File: src/rtl/hi_lo_ctrl.sv
// hi_lo_ctrl: HI/LO register file plus the sequencer that drives the
// 32-iteration restoring divider (LOAD -> 32x DIVU -> OUT -> capture).
module hi_lo_ctrl #(
    parameter logic [5:0] DIVU = 6'd27,
    parameter logic [5:0] MFHI = 6'd16,
    parameter logic [5:0] MTHI = 6'd17,
    parameter logic [5:0] MFLO = 6'd18,
    parameter logic [5:0] MTLO = 6'd19,
    parameter logic [5:0] OUT  = 6'd63,
    parameter int         ITER = 32
) (
    input  logic        clk,
    input  logic        reset,
    input  logic [5:0]  Signal,
    input  logic [31:0] writeData,
    input  logic [63:0] divResult,
    output logic [5:0]  divSignal,
    output logic        divLoad,
    output logic        busy,
    output logic        stall,
    output logic [31:0] dataOut,
    output logic [31:0] hi,
    output logic [31:0] lo
);

    localparam logic [1:0] S_IDLE = 2'd0;
    localparam logic [1:0] S_LOAD = 2'd1;
    localparam logic [1:0] S_RUN  = 2'd2;
    localparam logic [1:0] S_DONE = 2'd3;

    // Last RUN count; cnt stops here so it never wraps.
    localparam logic [5:0] LAST_CNT = 6'(ITER - 1);

    logic [1:0]  r_state;
    logic [5:0]  r_cnt;
    logic [31:0] r_hi;
    logic [31:0] r_lo;
    logic        w_busy;
    logic        w_ours;

    assign w_busy = (r_state != S_IDLE);
    // Codes this block owns; anything else passes through unstalled.
    assign w_ours = (Signal == DIVU) || (Signal == MFHI) || (Signal == MFLO) ||
                    (Signal == MTHI) || (Signal == MTLO);

    // Sequencer FSM, iteration counter and HI/LO registers.
    always_ff @(posedge clk or posedge reset) begin
        if (reset) begin
            r_state <= S_IDLE;
            r_cnt   <= 6'd0;
            r_hi    <= 32'd0;
            r_lo    <= 32'd0;
        end else begin
            case (r_state)
                S_IDLE: begin
                    if (Signal == DIVU) r_state <= S_LOAD;
                    if (Signal == MTHI) r_hi <= writeData;
                    if (Signal == MTLO) r_lo <= writeData;
                end
                S_LOAD: begin
                    r_cnt   <= 6'd0;
                    r_state <= S_RUN;
                end
                S_RUN: begin
                    if (r_cnt == LAST_CNT) begin
                        r_state <= S_DONE;
                    end else begin
                        r_cnt <= r_cnt + 6'd1;
                    end
                end
                default: begin
                    // DONE: divider is presenting OUT, capture remainder/quotient.
                    r_hi    <= divResult[63:32];
                    r_lo    <= divResult[31:0];
                    r_state <= S_IDLE;
                end
            endcase
        end
    end

    // Divider control decoded from state.
    always_comb begin
        divSignal = 6'd0;
        divLoad   = 1'b0;
        case (r_state)
            S_LOAD:  divLoad   = 1'b1;
            S_RUN:   divSignal = DIVU;
            S_DONE:  divSignal = OUT;
            default: ;
        endcase
    end

    // Read mux for MFHI/MFLO; reads are only served once the divide has landed.
    always_comb begin
        dataOut = 32'd0;
        if (!w_busy && Signal == MFHI) dataOut = r_hi;
        if (!w_busy && Signal == MFLO) dataOut = r_lo;
    end

    assign busy  = w_busy;
    assign stall = w_busy && w_ours;
    assign hi    = r_hi;
    assign lo    = r_lo;

endmodule

File: config.mk
export PLATFORM = sky130hd
export DESIGN_NAME = hi_lo_ctrl
export DESIGN_NICKNAME = d
export VERILOG_FILES = /design/src/rtl/hi_lo_ctrl.sv
export SDC_FILE = /design/constraint.sdc
export NUM_CORES = 1
export LEC_CHECK = 0
export BUFFER_PORTS_ARGS = -buffer_cell sky130_fd_sc_hd__buf_2
export CELL_PAD_IN_SITES_DETAIL_PLACEMENT = 1
export CELL_PAD_IN_SITES_GLOBAL_PLACEMENT = 2
export CORE_MARGIN = 2
export CORE_UTILIZATION = 28
export CTS_BUF_LIST = sky130_fd_sc_hd__clkbuf_2
export DETAILED_ROUTE_END_ITERATION = 10
export PLACE_DENSITY = 0.88
export SYNTH_ARGS = -nofsm -noshare
export SYNTH_HDL_FRONTEND = slang
export SYNTH_SLANG_ARGS = --single-unit
File: constraint.sdc
create_clock -name clk -period 2.3 [get_ports clk]
set_input_delay 0.115 -clock clk [delete_from_list [all_inputs] [get_ports clk]]
set_output_delay 0.115 -clock clk [all_outputs]
set_load 0.005 [all_outputs]
==> results.toml <==
[setup_path]
arrival_ns = 2.18
cp-end-kind = "primary output"
worstSetupPathType = "reg -> out"
max_stage_delay_ns = 0.44
worst_setup_path_start_kind = "flip-flop"
path_common_cell = "inv_2"
path_cells = "inv_2 > ha_4 > inv_2 > or3_4 > buf_12 > buf_16 > nor2_4 > buf_2"
crit_fanout = 7
required_ns = 2.18
cpMaxStageDelayCell = "dfrtp_1"

[timing]
period_needed_ns = 2.29
rsz0062_at_grt = "yes"
finalMaxSlewViolations = 0
hold_viol_final = 0
finalWorstSetupSlack_ns = 0.00904
post-route-period-util = 0.996
skew_ns = 0.0197
slew_headroom = 0.404
tightest_slew_ns = 0.890
final-setup-viol-count = 0
fmax_mhz = 436

[detailed_routing]
firstDrtPassIters = 4
wl_per_cell_um = 20.3
viasPerCell = 5.13
drc = 0
drt_iter0_markers = 218
drt-total-wl_um = 21000
ant_nets = 0
vias = 5323

[yosys]
synth_top_cell_by_area = "dfrtp_1"
ys_async_sr_fraction = 1.00
ys_types = 39
syn_area_mm2 = 0.00461
synthAdderAreaFrac = 0.0136
netlist_instances = 483
synth_top_family_by_area = "simple AND/OR/NAND/NOR gates"
synth_enable_flop_cells = 0
synth_xor_area_frac = 0
synth_compound_area_frac = 0.169
synth_seq_area_share = 0.391
ys_seq_elements = 72
syn_nets = 592
yosys.area_share.simple = 0.227
synth_area_per_cell_um2 = 9.54
yosysTopAreaCellShare = 0.391
synth.area.mux_share = 0.122
ys_top_cells_by_area = "dfrtp_1, mux2i_1, nor2_4"
synthFlopType = "dfrtp_1"
yosysWarnings = 0

[layout]
layout_common_cells = "buf_2, dlygate4sd3_1, dfrtp_1"
fill_cells = 1900
drive_gt1_frac = 0.367
regArea_mm2 = 0.00180
final_common_cell = "buf_2"
multi_input_area_mm2 = 0.00248
area_delta_synth_final_pct = 61.7
fin_nets = 923

[floorplan]
die_h_um = 132
fp-row-count = 46
start_util = 0.288
chipWidth_um = 132
ios = 209
core_mm2 = 0.0160
dieArea_mm2 = 0.0175

[place]
pre_cts_ws_ns = 0.182
port_buffers = 208
hpwl_um = 12500
gp_congestion = 0.818

[power]
powerDensity_mw_per_mm2 = 1210
total_power_mw = 9.05
vdd_ir_drop_max_mv = 0.932
leakage_nw = 3.56

[global_route]
grt_first_pass_wirelength_um = 32400
antenna_found_initial = 5
overflow = 0
first_global_vias = 5880
grt_max_degree = 49
grt_use_total = 0.236

[clocking]
clk_latency_ns = 0.56
clock-sinks = 72
cts.path.max_buffers = 2
cts_buffers = 9
clk_pin_slew_ns = 0.19
cts_htree_levels = 3
cts_tree = "built"
cts-root-buf = "clkbuf_2"

[status]
status = "completed"

[min_path]
hp-class = "in -> reg"

[job]
drv_cap = 0
power by group:
| group | switching (mW) | internal, mW | leakage [nW] |
|---|---|---|---|
| sequential | 0.653 | 1.93 | 0.831 |
| combinational | 3.13 | 2.73 | 2.67 |
| clock | 0.467 | 0.140 | 0.0553 |
| total | 4.25 | 4.80 | 3.56 |
synth_stat cells (2+ instances only):
library cell and instances:
o22a_1 20, nand2_1 46, buf_1 5, dfrtp_1 72, nor2b_1 4, o22ai_1 23, nand4_1 2, nor2_1 24
a21oi_1 16, o21ai_0 2, nand3_1 4, inv_1 24, a221o_1 21, nor3_1 36, buf_12 3, nor4_1 10
mux2i_1 56, buf_4 5, buf_2 12, a31oi_1 20, ha_1 5, nand3b_1 2, nor2_4 30, and3_1 3
clkbuf_1 22, nand2b_1 3
layer usage:
layer / up-vias / GRT usage / wire length [um]
met1: 2660 / 0.265 / 8370
li1: 2410 / - / -
met3: 47 / 0.0531 / 1070
met4: 2 / 0.0800 / 546
met5: - / 0 / 11
met2: 204 / 0.440 / 11000
logic make-up (layout without fill, tap and decap cells):
kind of cell	count (synthesis)	after routing
multiplexers	56	56
AND/OR/NAND/NOR	172	172
flip-flops	72	72
adder cells (fa/ha/maj)	5	5
buffers and inverters	72	406
other	0	4
AO/OA/AOI/OAI	106	106
cell type report:
type                       count  share of cell area
clock buffer                  12             0.00806
tap                          216              0.0363
inverter                      24              0.0123
multi-input combinational    339               0.333
antenna                        4             0.00134
timing repair buffer         368               0.366
clock inverter                 2             0.00118
sequential                    72               0.242
sequential cells by signal (all words and copies together), names as in the netlist:
signal / cells
lo: 32
r_state: 2
hi: 32
r_cnt: 6
what timing repair did:
action | CTS | global route
endpoints found under the setup margin | 32 | 61
gates resized for setup | 14 | 13
hold endpoints to repair | 101 | 0
pin swaps | 24 | 1
buffers inserted | 9 | 3
cloned | 2 | 1
hold buffers | 127 | 0
through the flow:
step	setup TNS [ns]	hold WS, ns	std cells	utilization	area, um^2
floorplan	0	0.256	483	-	4610
finish	0	0.0702	1037	0.466	7450
CTS	-0.136	0.0214	1029	0.460	7360
global route	-3.04	0.0473	1037	0.466	7450
global placement	0	0.233	877	0.365	5840
detailed placement	0	0.244	877	0.365	5840
worst paths after layout:
check / from / slack, ns / depth (start not counted) / end
min reg2reg: r_cnt[0]$_DFFE_PP0P_ / 0.56 / 1 / r_cnt[0]$_DFFE_PP0P_
max reg2reg: r_state[1]$_DFFE_PP0P_ / 0.07 / 7 / lo[19]$_DFFE_PP0P_
min: Signal[5] / 0.07 / 5 / r_state[1]$_DFFE_PP0P_
min in group asynchronous: reset / 0.15 / 3 / lo[17]$_DFFE_PP0P_
max: r_state[1]$_DFFE_PP0P_ / 0.009 / 8 / dataOut[4]
max in group asynchronous: reset / 1.49 / 4 / hi[25]$_DFFE_PP0P_
worst max-delay path, delay by kind of cell, from the launching register on:
family        cells  cell delay [ns]
buf+inv           5             0.55
flops             1             0.44
fa+ha+maj         1             0.15
simple gates      2             0.47
(Power assumes the default switching activity.)
